File: config.mk
export PLATFORM = sky130hd
export DESIGN_NAME = vga_timing_gen
export DESIGN_NICKNAME = d
export VERILOG_FILES = /design/src/rtl/vga_timing_gen.sv
export SDC_FILE = /design/constraint.sdc
export NUM_CORES = 1
export LEC_CHECK = 0
export CORE_MARGIN = 3
export CORE_UTILIZATION = 27
export DETAILED_ROUTE_END_ITERATION = 6
export PLACE_DENSITY = 0.48
export SYNTH_ARGS = -nofsm -noshare
export SYNTH_HDL_FRONTEND = slang
export SYNTH_SLANG_ARGS = --single-unit
File: constraint.sdc
create_clock -name clk -period 5.8 [get_ports clk]
set_clock_uncertainty 0.05 [all_clocks]
set_input_delay 1.74 -clock clk [delete_from_list [all_inputs] [get_ports clk]]
set_output_delay 1.74 -clock clk [all_outputs]
set_load 0.1 [all_outputs]
File: src/rtl/vga_timing_gen.sv
`default_nettype none
// ============================================================================
// Module   : vga_timing_gen
// Purpose  : 800x600@60 raster timing source with registered, aligned strobes.
//            Optional frame counter enabled by defining VGA_TIMING_FRAME_CNT_EN.
// Revision : 1.0 - initial release
// ============================================================================
module vga_timing_gen #(
    parameter int H_ACTIVE = 800,
    parameter int H_FP     = 40,
    parameter int H_SYNC   = 128,
    parameter int H_BP     = 88,
    parameter int V_ACTIVE = 600,
    parameter int V_FP     = 1,
    parameter int V_SYNC   = 4,
    parameter int V_BP     = 23
) (
    input  logic        clk,
    input  logic        rst,
    input  logic        en,
    output logic [10:0] hcount_out,
    output logic [9:0]  vcount_out,
    output logic        hblnk_out,
    output logic        vblnk_out,
    output logic        hsync_out,
    output logic        vsync_out,
    output logic        frame_start
`ifdef VGA_TIMING_FRAME_CNT_EN
    ,
    output logic [15:0] frame_cnt
`endif
);

    localparam int          c_H_TOTAL  = H_ACTIVE + H_FP + H_SYNC + H_BP;
    localparam int          c_V_TOTAL  = V_ACTIVE + V_FP + V_SYNC + V_BP;
    localparam logic [10:0] c_H_MAX    = 11'(c_H_TOTAL - 1);
    localparam logic [9:0]  c_V_MAX    = 10'(c_V_TOTAL - 1);
    localparam logic [10:0] c_H_ACT    = 11'(H_ACTIVE);
    localparam logic [9:0]  c_V_ACT    = 10'(V_ACTIVE);
    localparam logic [10:0] c_HS_FIRST = 11'(H_ACTIVE + H_FP);
    localparam logic [10:0] c_HS_LAST  = 11'(H_ACTIVE + H_FP + H_SYNC - 1);
    localparam logic [9:0]  c_VS_FIRST = 10'(V_ACTIVE + V_FP);
    localparam logic [9:0]  c_VS_LAST  = 10'(V_ACTIVE + V_FP + V_SYNC - 1);

    logic [10:0] r_hcount;
    logic [9:0]  r_vcount;
    logic        r_hblnk;
    logic        r_vblnk;
    logic        r_hsync;
    logic        r_vsync;
    logic        r_frame_start;

    logic [10:0] w_h_nxt;
    logic [9:0]  w_v_nxt;
    logic        w_h_last;
    logic        w_v_last;
    logic        w_wrap;

    // Strobes are decoded from the next counter values so that, once
    // registered, they describe the same raster point as the counters.
    always_comb begin
        w_h_last = (r_hcount == c_H_MAX);
        w_v_last = (r_vcount == c_V_MAX);
        w_wrap   = w_h_last & w_v_last;
        w_h_nxt  = w_h_last ? 11'd0 : r_hcount + 11'd1;
        w_v_nxt  = r_vcount;
        if (w_h_last) begin
            w_v_nxt = w_v_last ? 10'd0 : r_vcount + 10'd1;
        end
    end

    always_ff @(posedge clk) begin
        if (!rst) begin
            r_hcount      <= 11'd0;
            r_vcount      <= 10'd0;
            r_hblnk       <= 1'b0;
            r_vblnk       <= 1'b0;
            r_hsync       <= 1'b0;
            r_vsync       <= 1'b0;
            r_frame_start <= 1'b0;
        end else if (en) begin
            r_hcount      <= w_h_nxt;
            r_vcount      <= w_v_nxt;
            r_hblnk       <= (w_h_nxt >= c_H_ACT);
            r_vblnk       <= (w_v_nxt >= c_V_ACT);
            r_hsync       <= (w_h_nxt >= c_HS_FIRST) && (w_h_nxt <= c_HS_LAST);
            r_vsync       <= (w_v_nxt >= c_VS_FIRST) && (w_v_nxt <= c_VS_LAST);
            r_frame_start <= w_wrap;
        end else begin
            r_frame_start <= 1'b0;
        end
    end

`ifdef VGA_TIMING_FRAME_CNT_EN
    logic [15:0] r_frame_cnt;

    always_ff @(posedge clk) begin
        if (!rst) begin
            r_frame_cnt <= 16'd0;
        end else if (en && w_wrap) begin
            r_frame_cnt <= r_frame_cnt + 16'd1;
        end
    end

    assign frame_cnt = r_frame_cnt;
`endif

    assign hcount_out  = r_hcount;
    assign vcount_out  = r_vcount;
    assign hblnk_out   = r_hblnk;
    assign vblnk_out   = r_vblnk;
    assign hsync_out   = r_hsync;
    assign vsync_out   = r_vsync;
    assign frame_start = r_frame_start;

endmodule
`default_nettype wire
* Word level (Yosys, flattened, before mapping)
Cells that the tools add are included.
** Word-level totals
- Register bits after elaboration :: 26
- Output and inout bits :: 26
- Logic and storage cells :: 24
** Cells by class
- Add/subtract/negate cells :: 2
- $lt $le $gt $ge :: 6
- Equality and inequality tests :: 2
- Multiplexer cells :: 3
- Bitwise gates (word level) :: 1
- Reductions and logical operators :: 3
** Operators by type and width (count)
- $ge A11 B10 Y1 const B :: 2
- $ge A10 B10 Y1 const B :: 2
- $mux W10 :: 2
- $add A11 B1 Y11 const B :: 1
- $eq A11 B11 Y1 const B :: 1
- $le A11 B10 Y1 const B :: 1
- $mux W11 :: 1
- $add A10 B1 Y10 const B :: 1
- $eq A10 B10 Y1 const B :: 1
- $le A10 B10 Y1 const B :: 1
- $logic_and A1 B1 Y1 :: 2
- $reduce_and A2 Y1 :: 1
- $and A1 B1 Y1 :: 1

* Longest topological paths before layout
Gate-level depths: netlist of the first run.
- Depth after elaboration :: 5
- Depth in mapped cells :: 9

* Worst setup path before layout of the first run
Ideal clock, no wire load.
- Path type :: register to output
- Start :: reg r_hcount[5], in the netlist hcount_out[5]
- End :: out hcount_out[5]
- Arrival time :: 1.033 ns
- Path slack :: 2.977 ns
- Cell stages (with the launch flop) :: 1
- Cells stage by stage :: dfxtp_1
** RTL lines
- start: declaration :: line 45 : logic [10:0] r_hcount;
- start signal: assignment :: line 82 : r_hcount <= w_h_nxt;
- end: declaration :: line 21 : output logic [10:0] hcount_out,
No word-level cell between the ends.

* Worst setup path after layout of the first run
- Start :: reg r_hcount[5], in the netlist hcount_out[5]
- End :: out hcount_out[5]
No word-level cell between the ends.

==> flow_summary.ini, run 1 <==
[logic_synthesis]
synth_ff_type = dfxtp_1
ys_warn_count = 0
netlist_area_um2 = 1730
synth_cell_types = 54
yosysTopAreaCell = dfxtp_1
synthCells = 223
yosysMostFrequentCell = nor2_1
synth_top_area_share_pct = 30.1
ys_ff_latch = 26
post_synth.cell_area_avg_um2 = 7.75
synth_edf_count = 0
synth.area.top_cells = dfxtp_1 30%, nor2_1 6.1%, nand3_1 4.6%
syn-num-nets = 229
seq_area_frac_synth_pct = 30.1
yosys-top-cells-count = 28 x nor2_1, 26 x dfxtp_1, 16 x nand3_1, 15 x a21oi_1, 15 x nand2_1
async_reset_ff_share_pct = 0

[floorplan]
start_util_pct = 28.5
die_area_um2 = 7400
std_cell_rows = 28
pin_count = 29
die_w_um = 86.0
coreArea_um2 = 6060
fp.dieH_um = 86.0

[clock_tree]
cts-buffers-inserted = 3
clk_path_buf_depth = 2
hold_buffers = 0
post_cts_resized = 0
cts-root-buf = clkbuf_8
post_cts_buffers = 0
clk_pin_slew_ns = 0.10
numClockSinks = 26
cts_tree = yes
htreeDepth = 1
clk-insertion-delay-late_ns = 0.28

[critical_path]
ff2ff_setup_slack_ns = 3.07
critPathRequiredTime_ns = 4.01
critPathLaunchType = flip-flop
critPathTopFamily = buffers and inverters
worst_path_max_delay_cell = clkdlybuf4s50_1
endpoint_kind = output port
cp_max_fo = 16
arrival_ns = 2.19
path_buf_inv = 1
reg2reg_from = hcount_out[0]
slowest_delay_ns = 1.24
path_cells = clkdlybuf4s50_1
worstRegToRegCells = 7
r2r-end = vsync_out
crit_type = flip-flop to output port

[cells_and_area]
nNetsFinal = 247
final_util_pct = 34.7
drive_gt1_share_pct = 4.17
area_delta_synth_final_pct = 21.7
fin_area_um2 = 2100
final_cells = 315
n_antenna_cell = 0

[placement]
dp_worst_setup_slack_ns = 1.85
io_buffers = 28
place_area_um2 = 2030
placed_cells = 311
dp_hpwl_um = 3190
gp_congestion = 0.794

[sta]
min_period_ns = 3.98
worstMarginPinSlew_ns = 1.02
hold_ws_ns = 0.413
setup_viol = 0
fin_setup_tns_ns = 0
max_freq_ghz = 0.251
relSlewSlack_pct = 31.9
hold_violations = 0
setup_slack_ns = 1.82
final_max_slew_viol_count = 0
rsz0062_at_grt = no
period_share_pct = 68.6

[route]
drcViolationCount = 0
drt_iter0_drc = 57
via_count = 1663
ant_nets = 0
routed_wl_um = 4600
vias_per_cell = 5.28
avgRoutedWirePerCell_um = 14.6
firstDrtPassIters = 4

[global_route]
grt_pass1_wl_um = 8040
grt_antenna_before_repair = 0
grt_max_degree = 27
grt_pass1_vias = 1560
overflow = 0
grt_usage_pct = 13.3

[hold_path]
hold_start = vsync_out
holdPathEnd = vsync_out
hold_class = flip-flop to flip-flop
worstHoldPathCells = 2

[pwr]
vdd_drop_max_mv = 0.141
fin_total_pwr_uw = 390
power.density_nw_per_um2 = 185
leakagePower_nw = 0.742

[outcome]
status = finished clean

[job]
drv_cap = 0
-- cell families after synthesis --
logic type | share of synthesized area, %
multiplexers | 1.23
AND/OR/NAND/NOR | 31.8
adder cells (fa/ha/maj) | 2.17
flip-flops | 30.1
buffers and inverters | 4.92
AO/OA/AOI/OAI | 22.7
XOR/XNOR | 7.09
-- report_power, final --
part | internal, mW | total [mW] | leakage (nW) | switching, mW
sequential | 0.181 | 0.186 | 0.210 | 0.00482
clock | 0.0925 | 0.157 | 0.0357 | 0.0649
combinational | 0.0130 | 0.0462 | 0.495 | 0.0333
-- area by class of cell --
class	count	area [µm²]
inverter	4	15.0
clock buffer	3	41.3
tap	75	93.8
clock inverter	1	30.0
sequential	26	520
timing repair buffer	28	280
multi-input combinational	178	1120
fill	659	3960
-- how the worst max path moves through the flow --
stage,cells after the start,to,startpoint,slack [ns]
2_1_floorplan,0,hcount_out[5],hcount_out[5],2.98
6_report,1,hcount_out[5],hcount_out[5],1.82
5_1_grt,1,hcount_out[6],hcount_out[6],1.71
4_1_cts,1,hcount_out[5],hcount_out[5],1.81
3_3_place_gp,4,vcount_out[7],en,1.88
3_5_place_dp,4,vcount_out[7],en,1.85
-- worst reg2reg max path, delay by kind of cell, from the launching register on --
family                     cells  cell delay (ns)
AOI/OAI and AO/OA              2             0.36
adders and majority gates      1             0.36
and+or+nand+nor                4             1.41
DFF                            1             0.48
-- registers in the layout, summed over array words and instances, names as in the netlist --
register,cells
hsync_out,1
vsync_out,1
vblnk_out,1
hblnk_out,1
vcount_out,10
frame_start,1
hcount_out,11
-- cells in the final DEF (no fill, tap or decap), types with 2 or more instances in the layout --
master and n:
a211oi_1 3, xnor2_1 6, o211ai_1 4, o31ai_1 2, nand2_1 15, or4_1 2, and4_1 2, and2_1 4
nor2_1 28, xor2_1 8, nand2b_1 2, nor3_1 5, nand4b_1 3, and3_1 7, a22oi_1 2, o22ai_1 2
o31a_1 2, a311oi_1 2, o211a_1 2, clkbuf_8 3, dfxtp_1 26, nand4_1 7, o21ai_0 11, clkdlybuf4s50_1 28
a21o_1 3, inv_1 3, nand3_1 16, ha_1 3, a21oi_1 15
-- routing by layer --
layer | global-route usage (%) | up-vias | wire (µm)
li1 | - | 855 | -
met1 | 18.8 | 775 | 2270
met2 | 21.2 | 31 | 2140
met3 | 2.79 | 2 | 167
met4 | 1.87 | 0 | 24
met5 | 0 | - | 0
Note: power is estimated with default switching activity, not from simulation.
==> inputs of run 2 (changes only) <==
--- a/config.mk
+++ b/config.mk
@@ -8,7 +8,7 @@
 export CORE_MARGIN = 3
 export CORE_UTILIZATION = 27
 export DETAILED_ROUTE_END_ITERATION = 6
-export PLACE_DENSITY = 0.48
+export PLACE_DENSITY = 0.5
 export SYNTH_ARGS = -nofsm -noshare
 export SYNTH_HDL_FRONTEND = slang
 export SYNTH_SLANG_ARGS = --single-unit
==> constraint.sdc (replaced) <==
create_clock -name clk -period 3.6 [get_ports clk]
set_clock_uncertainty 0.05 [all_clocks]
set_input_delay 1.08 -clock clk [delete_from_list [all_inputs] [get_ports clk]]
set_output_delay 1.08 -clock clk [all_outputs]
set_load 0.1 [all_outputs]
==> flow_summary.ini, run 2 (synthesis results as in run 1) <==
[sta]
fin_setup_tns_ns = 0
min_period_ns = 2.65
max_freq_ghz = 0.378
relSlewSlack_pct = 47.9
period_share_pct = 73.5
setup_viol = 0
final_max_slew_viol_count = 0
rsz0062_at_grt = no
hold_violations = 0
setup_slack_ns = 0.955
worstMarginPinSlew_ns = 0.779

[hold_path]
worstHoldPathCells = 2
hold_start = vsync_out
holdPathEnd = vsync_out
hold_class = flip-flop to flip-flop

[pwr]
p_switching_uw = 160
clkPwrFrac_pct = 34.4
internal-power_uw = 410
seqPwrFrac_pct = 52.4
power.density_nw_per_um2 = 280
fin_total_pwr_uw = 571
p_sw_share_pct = 28.1
leakagePower_nw = 0.796
vdd_drop_max_mv = 0.168
comb_power_share_pct = 13.1

[critical_path]
r2r-end = vcount_out[7]
critPathLaunchType = flip-flop
critPathRequiredTime_ns = 3.76
crit_type = flip-flop to flip-flop
cp_max_fo = 13
reg2reg_from = hcount_out[0]
worstRegToRegCells = 6
arrival_ns = 2.81
endpoint_kind = flip-flop
ff2ff_setup_slack_ns = 0.95

[cells_and_area]
n_fill_cell = 668
area_delta_synth_final_pct = 17.9
largest_reg_flops = 11
drive_gt1_share_pct = 15.7
nNetsFinal = 249
n_antenna_cell = 0
final_cell_mix = 28 x nor2_1, 28 x buf_4, 26 x dfxtp_1

[route]
wl_met3_um = 209
met2_length_um = 2160
drcViolationCount = 0
via_count = 1683
vias_per_cell = 5.31
ant_nets = 0
avgRoutedWirePerCell_um = 14.7
routed_wl_um = 4660
drt_iter0_drc = 79
met1_length_um = 2250
top_layer = met4
firstDrtPassIters = 4

[clock_tree]
clk_path_buf_depth = 2
htreeDepth = 1
clk_pin_slew_ns = 0.10
cts-buffers-inserted = 3
cts_tree = yes
clk-insertion-delay-late_ns = 0.27
post_cts_buffers = 0
hold_buffers = 0
cts-root-buf = clkbuf_8
numClockSinks = 26
post_cts_resized = 0

[outcome]
status = finished clean

[global_route]
overflow = 0
grt_pass1_wl_um = 7930
grt_pass1_vias = 1578
grt_antenna_before_repair = 0
grt_max_degree = 20
grt_usage_pct = 13.2

[floorplan]
start_util_pct = 28.5
die_area_um2 = 7400
die_w_um = 86.0
pin_count = 29
coreArea_um2 = 6060
fp.dieH_um = 86.0
std_cell_rows = 28

[placement]
dp_worst_setup_slack_ns = 0.882
io_buffers = 28
dp_hpwl_um = 3340
gp_congestion = 0.796

[job]
drv_cap = 0
[run 2: cell count changes in the layout (fill, tap and decap cells not counted)]
cell and delta:
buf_4 +28, clkdlybuf4s50_1 -26, clkbuf_8 +1, bufinv_16 -1
[run 2: final cells by class]
cell class / instances / area, µm² / share of cell area, %
multi-input cells: 178 / 1120 / 55.1
inverters: 4 / 15.0 / 0.737
flip-flops and latches: 26 / 520 / 25.5
well taps: 75 / 93.8 / 4.60
repair buffers: 30 / 230 / 11.3
clock buffers: 4 / 55.1 / 2.70
[run 2: power groups by stage]
stage | Combinational [mW] | Sequential (mW) | Clock [mW]
3_5_place_dp | 0.0753 | 0.306 | 0
4_1_cts | 0.0756 | 0.299 | 0.210
2_1_floorplan | 0.0275 | 0.335 | 0
3_3_place_gp | 0.0764 | 0.306 | 0
6_report | 0.0750 | 0.299 | 0.196
5_1_grt | 0.0797 | 0.301 | 0.222
[run 2: how the worst max path moves through the flow]
stage / start / end
after floorplan: hcount_out[0] / vblnk_out
after global placement: en / vcount_out[7]
after detailed placement: en / vcount_out[7]
after CTS: hcount_out[0] / vcount_out[7]
after global routing: hcount_out[0] / vcount_out[3]
final: hcount_out[0] / vcount_out[7]
[run 2: critical path: stages, from the launching register on]
cell     delay [ns]
dfxtp_1        0.48
ha_1           0.35
and4_1         0.52
and3_4         0.39
nand3_2        0.15
or4_1          0.50
a21oi_1        0.14
[run 2: layer usage]
| metal | vias up | global-route usage [%] |
|---|---|---|
| met5 | - | 0 |
| met4 | 0 | 2.16 |
| met3 | 4 | 3.27 |
| met2 | 40 | 21.7 |
| met1 | 775 | 17.5 |
| li1 | 864 | - |
[run 2: through the flow]
step	instance area [µm²]	util (%)	std cells	hold slack, ns
floorplan	1730	-	223	0.818
global placement	1980	32.7	313	0.402
detailed placement	1980	32.7	313	0.404
CTS	2040	33.6	317	0.426
global route	2040	33.6	317	0.434
finish	2040	33.6	317	0.413
